File: src/rtl/load_store_unit.sv
// Purpose : memory stage; runs req/gnt/rvalid handshake to data memory, lane-aligns stores, extracts/extends loads.
// Latency : 2 cycles minimum from load/store to dmem_valid (gnt+rvalid in the first REQ cycle); aborts after TIMEOUT cycles.
// Backpressure: mem_req and its payload hold stable until mem_gnt; the caller holds load/store until dmem_valid.
//
// Ports: clk/rst (sync, active-high); load/store/funct3/addr/wdata from the ALU stage;
//        dmem_valid/err/load_data to writeback; mem_req/we/addr/wstrb/wdata out, mem_gnt/rvalid/rdata in.
// Optional: define MISALIGN_TRAP_EN to fault misaligned H/W accesses instead of force-aligning them.
module load_store_unit #(
    parameter int TIMEOUT = 255,
    parameter int CNT_W   = 8
) (
    input  logic        clk,
    input  logic        rst,
    input  logic        load,
    input  logic        store,
    input  logic [2:0]  funct3,
    input  logic [31:0] addr,
    input  logic [31:0] wdata,
    output logic        dmem_valid,
    output logic [31:0] load_data,
    output logic        err,
    output logic        mem_req,
    output logic        mem_we,
    output logic [31:0] mem_addr,
    output logic [3:0]  mem_wstrb,
    output logic [31:0] mem_wdata,
    input  logic        mem_gnt,
    input  logic        mem_rvalid,
    input  logic [31:0] mem_rdata
);

    typedef enum logic [1:0] {IDLE, REQ, WAIT, DONE} state_e;

    state_e             state_q, state_d;
    logic [31:0]        addr_q, addr_d;
    logic [31:0]        wdata_q, wdata_d;
    logic [31:0]        load_data_q, load_data_d;
    logic [2:0]         funct3_q, funct3_d;
    logic               is_load_q, is_load_d;
    logic               err_q, err_d;
    logic [CNT_W-1:0]   cnt_q, cnt_d;

    logic               f3_legal;
    logic               misaligned;
    logic               timed_out;
    logic [1:0]         off;
    logic [3:0]         strb;
    logic [31:0]        lane_wdata;
    logic [31:0]        rdata_sh;
    logic [31:0]        rdata_ext;

    // Decode of the incoming request, evaluated only while IDLE.
    assign f3_legal = (funct3 == 3'b000) || (funct3 == 3'b001) || (funct3 == 3'b010) ||
                      (funct3 == 3'b100) || (funct3 == 3'b101);
`ifdef MISALIGN_TRAP_EN
    assign misaligned = ((funct3[1:0] == 2'b01) && addr[0]) ||
                        ((funct3[1:0] == 2'b10) && (addr[1:0] != 2'b00));
`else
    assign misaligned = 1'b0;
`endif

    // The final REQ/WAIT cycle is the one where cnt_q reaches TIMEOUT-1.
    assign timed_out = (cnt_q >= CNT_W'(TIMEOUT - 1));

    // Natural-alignment offset: the low bits a given size cannot use are dropped.
    always_comb begin
        off        = 2'b00;
        strb       = 4'b1111;
        lane_wdata = wdata_q;
        case (funct3_q[1:0])
            2'b00: begin
                off        = addr_q[1:0];
                strb       = 4'b0001 << addr_q[1:0];
                lane_wdata = {4{wdata_q[7:0]}};
            end
            2'b01: begin
                off        = {addr_q[1], 1'b0};
                strb       = 4'b0011 << {addr_q[1], 1'b0};
                lane_wdata = {2{wdata_q[15:0]}};
            end
            default: ;
        endcase
    end

    // funct3[2] selects zero-extension (BU/HU).
    always_comb begin
        rdata_sh  = mem_rdata >> {off, 3'b000};
        rdata_ext = mem_rdata;
        case (funct3_q[1:0])
            2'b00:   rdata_ext = {{24{~funct3_q[2] & rdata_sh[7]}}, rdata_sh[7:0]};
            2'b01:   rdata_ext = {{16{~funct3_q[2] & rdata_sh[15]}}, rdata_sh[15:0]};
            default: rdata_ext = mem_rdata;
        endcase
    end

    always_ff @(posedge clk) begin
        if (rst) begin
            state_q     <= IDLE;
            addr_q      <= '0;
            wdata_q     <= '0;
            load_data_q <= '0;
            funct3_q    <= '0;
            is_load_q   <= 1'b0;
            err_q       <= 1'b0;
            cnt_q       <= '0;
        end else begin
            state_q     <= state_d;
            addr_q      <= addr_d;
            wdata_q     <= wdata_d;
            load_data_q <= load_data_d;
            funct3_q    <= funct3_d;
            is_load_q   <= is_load_d;
            err_q       <= err_d;
            cnt_q       <= cnt_d;
        end
    end

    always_comb begin
        state_d     = state_q;
        addr_d      = addr_q;
        wdata_d     = wdata_q;
        load_data_d = load_data_q;
        funct3_d    = funct3_q;
        is_load_d   = is_load_q;
        err_d       = err_q;
        cnt_d       = cnt_q;
        case (state_q)
            IDLE: begin
                if (load || store) begin
                    addr_d    = addr;
                    funct3_d  = funct3;
                    wdata_d   = wdata;
                    is_load_d = load;   // load wins when both are high
                    cnt_d     = '0;
                    err_d     = 1'b0;
                    if (!f3_legal || misaligned) begin
                        state_d     = DONE;
                        err_d       = 1'b1;
                        load_data_d = '0;
                    end else begin
                        state_d = REQ;
                    end
                end
            end
            REQ: begin
                cnt_d = cnt_q + 1'b1;
                if (mem_gnt) begin
                    if (!is_load_q) begin
                        state_d = DONE;
                    end else if (mem_rvalid) begin
                        load_data_d = rdata_ext;
                        state_d     = DONE;
                    end else begin
                        state_d = WAIT;
                    end
                end else if (timed_out) begin
                    state_d     = DONE;
                    err_d       = 1'b1;
                    load_data_d = '0;
                end
            end
            WAIT: begin
                cnt_d = cnt_q + 1'b1;
                if (mem_rvalid) begin
                    load_data_d = rdata_ext;
                    state_d     = DONE;
                end else if (timed_out) begin
                    state_d     = DONE;
                    err_d       = 1'b1;
                    load_data_d = '0;
                end
            end
            DONE: begin
                state_d = IDLE;
                err_d   = 1'b0;
            end
            default: state_d = IDLE;
        endcase
    end

    // Bus payload is zero outside REQ so idle/reset outputs read as 0.
    assign dmem_valid = (state_q == DONE);
    assign err        = dmem_valid & err_q;
    assign load_data  = load_data_q;
    assign mem_req    = (state_q == REQ);
    assign mem_we     = mem_req & ~is_load_q;
    assign mem_addr   = mem_req ? {addr_q[31:2], 2'b00} : 32'h0;
    assign mem_wstrb  = mem_we ? strb : 4'b0000;
    assign mem_wdata  = mem_we ? lane_wdata : 32'h0;

endmodule
File: config.mk
export PLATFORM = sky130hd
export DESIGN_NAME = load_store_unit
export DESIGN_NICKNAME = d
export VERILOG_FILES = /design/src/rtl/load_store_unit.sv
export SDC_FILE = /design/constraint.sdc
export NUM_CORES = 1
export LEC_CHECK = 0
export ABC_AREA = 1
export CORE_AREA = 2 2 126 128
export DETAILED_ROUTE_END_ITERATION = 6
export DIE_AREA = 0 0 128 130
export PLACE_DENSITY_LB_ADDON = 0.2
export SYNTH_ARGS = -nofsm -noshare
export SYNTH_HDL_FRONTEND = slang
export SYNTH_SLANG_ARGS = --single-unit
File: constraint.sdc
create_clock -name clk -period 2.2 [get_ports clk]
set_input_delay 0.44 -clock clk [delete_from_list [all_inputs] [get_ports clk]]
set_output_delay 0.44 -clock clk [all_outputs]
set_load 0.01 [all_outputs]
* After elaboration in Yosys (flattened, before gate mapping)
Index checks and enable logic that the tools add are counted.
Operators by class: add/sub/neg operators 1, order comparisons 1, eq/ne operators 14, shifts and indexed selects 3, mux-type cells 31, bitwise gates (word level) 6, reduce and logical (&&, ||, !) cells 15
Operators by type and width (count):
- 32-bit two-way mux | 9
- 32-bit one-hot mux with 2 select lines | 2
- 32-bit one-hot mux with 3 select lines | 1
- 32-bit by 5-bit >> shifter with 16-bit output | 1
- 8-bit one-hot mux with 2 select lines | 1
- 2-bit two-way mux | 5
- 8-bit by 1-bit adder with 8-bit output (second input constant) | 1
- 8-bit greater-or-equal comparator (second input constant) | 1
- 8-bit two-way mux | 1
- 2-bit inequality test (second input constant) | 4
- 2-bit one-hot mux with 4 select lines | 1
- 4-bit one-hot mux with 2 select lines | 1
- 1-bit two-way mux | 7
- 3-bit equality test (second input constant) | 2
- 3-bit by 2-bit inequality test with 1-bit output (second input constant) | 2
- 1-bit logical OR | 5
- 5-bit AND reduction | 1
- 1-bit bitwise AND | 4
- 2-bit by 1-bit equality test with 1-bit output (second input constant) | 2
- 2-bit equality test (second input constant) | 2
- 2-bit zero test | 2
- 4-bit two-way mux | 1
- 1-bit one-hot mux with 4 select lines | 1
- 2-bit one-hot mux with 2 select lines | 1
- 11 further kinds | 13
Word-level totals: bits in registers 111, output and inout bits 104, word-level logic and storage cells 79

* Logic depth before layout (Yosys ltp)
depth after elaboration 9, depth in mapped cells 11, mapped depth without buffers 10

* Worst setup path before layout
No wires, ideal clock.
path type reg2out, start reg state_q[1], end out mem_wstrb[0], arrival 1740 ps, required time 1760 ps, setup slack 20 ps, stages on the path, launching flop included 9, buffers on the path 2, cell sequence dfxtp_1 -> inv_1 -> ha_1 -> buf_2 -> inv_1 -> nor2_1 -> inv_1 -> clkbuf_1 -> nor3_1
On the way: longest elaborated chain between the ends 3
RTL lines:
- start: declaration | line 34 | state_e state_q, state_d;
- start signal: assignment | line 107 | state_q <= state_d;
- 2-bit by 1-bit equality test with 1-bit output | line 185 | assign mem_req = (state_q == REQ);
- via mem_req | line 22 | output logic mem_req,
- 1-bit bitwise AND | line 186 | assign mem_we = mem_req & ~is_load_q;
- 4-bit two-way mux | line 188 | assign mem_wstrb = mem_we ? strb : 4'b0000;
- end: declaration | line 25 | output logic [3:0] mem_wstrb,
The timed path passes the listed nets, and every way through them passes these cells.

* Worst setup path in the final report
start reg state_q[1], end out mem_wdata[10]
On the way: longest elaborated chain between the ends 3
RTL lines:
- 2-bit by 1-bit equality test with 1-bit output | line 185
- 1-bit bitwise AND | line 186
- 32-bit two-way mux | line 189 | assign mem_wdata = mem_we ? lane_wdata : 32'h0;
- end: declaration | line 26 | output logic [31:0] mem_wdata,
Every way passes these cells.

==> reports/results.tsv <==
stage	metric	value	unit
outcome	run status	complete, but fails checks	
outcome	violated checks	negative setup slack	
global_route	vias in the first global route	5833	
job	maxcap violations	0	
synth	synthesized area	5990	sq um
synth	cells after synthesis	903	
sta	setup ws final	-0.0150	ns
setup_path	Crit. End Element	output port	
clocking	sinks on the clock net	111	
clocking	Clock Tree Buf Depth	2	
placed_design	Setup WS pre-CTS	-0.188	ns
clocking	CTS tree	built	
floorplanning	width of the die	128	um
sta	RSZ-0062 raised after global routing	true	
pwr	Pleak	4.44	nW
detailed_routing	Routed WL	19.7	mm
synth	sequential share of the synthesized area	0.371	
sta	fin crit share	1.01	
floorplanning	initial core utilization	0.388	
global_route	met2 Use GR	0.380	
sta	min Tclk post-route	2.21	ns
floorplanning	IO Count	209	
pwr	IR drop worst, VDD	0.000537	V
detailed_routing	routed via count	6515	
setup_path	Critical Path Source Type	flip-flop	
setup_path	Worst Path Required	1.76	ns
setup_path	CP max FO	4	
placed_design	RD Place Congestion	0.876	
global_route	total track usage	0.227	
sta	Setup TNS Final	-0.0303	ns
detailed_routing	antenna-violating nets left	0	
global_route	grt ovf	0	
detailed_routing	Vias per Instance	4.99	
pwr	cell area power density	858	nW/um^2
detailed_routing	DR pass1 iterations	5	
synth	synthesized flop and latch total	111	
sta	Hold Slack	0.457	ns
placed_design	dpl hpwl	13.5	mm
global_route	first-pass GRT wire length	30.0	mm
worst_hold_path	hold crit path type	flip-flop to flip-flop	
synth	warnings from Yosys	0	
detailed_routing	drt first-iter violations	453	
clocking	worst skew pair latency	0.36	ns
placed_design	Port Buffers	206	
global_route	largest net degree at the start of global routing	67	
sta	Hold Fails Final Rpt	0	
cells_and_area	most frequent cells in the layout	179 x nor2_1, 157 x nand2_1, 139 x clkdlybuf4s50_1	
sta	worst clock skew	0.0112	ns
detailed_routing	WL/cell	15.1	um
clocking	Worst-path clk slew	0.08	ns
cells_and_area	commonest non-fill, non-tap cell in the layout	nor2_1	
floorplanning	Die Y	130	um
floorplanning	die area	16600	sq um
global_route	GRT Max-Usage Layer	met2	
sta	Final setup viols	3	
global_route	initial antenna violation count	0	
setup_path	Setup CP Type	flip-flop to output port	
synth	post-synthesis cell type count	39	
detailed_routing	# DRC	0	
clocking	Root Buffer Master	clkbuf_16	
clocking	H-tree depth	3	
clocking	Num CTS Buffers	9	
cells_and_area	Final Core Density	0.576	
cells_and_area	Layout area overhead	48.2	%
floorplanning	Core Area	15400	sq um
sta	FMAX	0.451	GHz
cells_and_area	layout cells sized above 1	0.161	
floorplanning	Rows	46	
synth	Avg Cell Area, Syn	6.63	sq um
global_route	met3 Use GR	0.0582	
sta	pins over their slew limit	0	
global_route	met1 Use GR	0.284	
setup_path	Critical Path AT	1.77	ns
cells_and_area	Nets	1221	
cells_and_area	n_diodes	0	
-- metal layers --
metal / routed length (um) / share of wire
met1: 8280 / 0.42
met2: 9380 / 0.48
met3: 1670 / 0.085
met4: 386 / 0.020
met5: 0 / 0
-- flip-flops by register name, summed over array words and instances (netlist names) --
register,cells
load_data,32
wdata_q,32
is_load_q,1
err_q,1
funct3_q,3
state_q,2
addr_q,32
cnt_q,8
-- power by group --
group          internal, mW  switching [mW]  leakage [nW]
sequential             2.32           0.218         0.913
combinational          1.38            2.04          3.39
clock                 0.800           0.861         0.140
total                  4.51            3.11          4.44
-- what timing repair did --
| action | CTS | global route |
|---|---|---|
| setup endpoints to repair | 70 | 80 |
| gates resized for setup | 164 | 72 |
| hold buffers | 0 | 0 |
| gates cloned | 1 | 1 |
| pin swaps | 14 | 14 |
| buffers inserted | 6 | 2 |
-- Yosys cell counts --
master / count / share of area
a211oi_1: 3 / 0.0038
a21oi_1: 43 / 0.036
a21oi_2: 13 / 0.019
a31oi_1: 2 / 0.0021
a41oi_1: 1 / 0.0015
buf_1: 1 / 0.00063
buf_12: 1 / 0.0033
buf_2: 8 / 0.0067
buf_4: 4 / 0.0050
buf_6: 5 / 0.0094
buf_8: 1 / 0.0025
clkbuf_1: 35 / 0.022
conb_1: 1 / 0.00063
dfxtp_1: 111 / 0.37
ha_1: 7 / 0.015
inv_1: 97 / 0.061
inv_2: 5 / 0.0031
nand2_1: 158 / 0.099
nand2_2: 6 / 0.0063
nand2_4: 2 / 0.0038
nand3_1: 44 / 0.037
nand3_2: 14 / 0.023
nand3_4: 3 / 0.0088
nand3b_1: 2 / 0.0025
nand4_1: 2 / 0.0021
nor2_1: 184 / 0.12
nor2_2: 2 / 0.0021
nor2_4: 2 / 0.0038
nor2_8: 1 / 0.0033
nor3_1: 6 / 0.0050
nor3_4: 1 / 0.0027
o211ai_1: 2 / 0.0025
o21ai_0: 117 / 0.098
o21ai_1: 7 / 0.0058
o21bai_4: 1 / 0.0031
o221ai_1: 6 / 0.0088
o22ai_1: 3 / 0.0031
o31ai_1: 1 / 0.0013
or2_2: 1 / 0.0010
-- per-stage QoR --
step,std cells,cell area (sq um),total power [mW]
after floorplan,904,5990,4.47
after global placement,1283,8360,5.74
after detailed placement,1283,8360,5.76
after CTS,1305,8670,7.50
after global routing,1306,8880,8.09
final,1306,8880,7.62
-- layout make-up --
class | instances | area (sq um)
clock buffer | 9 | 225
clock inverter | 7 | 65.1
fill | 1524 | 6550
inverter | 102 | 392
multi-input combinational | 637 | 3290
sequential | 111 | 2230
tap | 192 | 240
timing repair buffer | 248 | 2440
-- path summary, 6_finish.rpt --
kind,startpoint,endpoint,slack [ns],cells after the start
worst max-delay path,state_q[1],mem_wdata[10],-0.01,11
worst min-delay path,cnt_q[7],cnt_q[7],0.46,2
worst min register to register,cnt_q[7],cnt_q[7],0.46,2
worst max register to register,state_q[1],load_data[18],0.13,12
-- logic make-up (layout without fill, tap and decap cells) --
| logic type | after synthesis | after routing | share of synthesized area |
|---|---|---|---|
| simple gates | 428 | 428 | 0.316 |
| fa+ha+maj | 7 | 7 | 0.0146 |
| other cells | 1 | 2 | 0.000626 |
| compound gates | 199 | 200 | 0.185 |
| buf+inv | 157 | 366 | 0.113 |
| flops | 111 | 111 | 0.371 |
-- critical path: stages, from the launching register on --
cell and delay (ns):
dfxtp_2 0.33, inv_2 0.07, ha_4 0.16, inv_4 0.05
nor2_4 0.08, buf_6 0.13, buf_6 0.11, buf_6 0.11
buf_6 0.11, o31ai_4 0.06, nor2_1 0.10, buf_2 0.14
(Power assumes the default switching activity.)
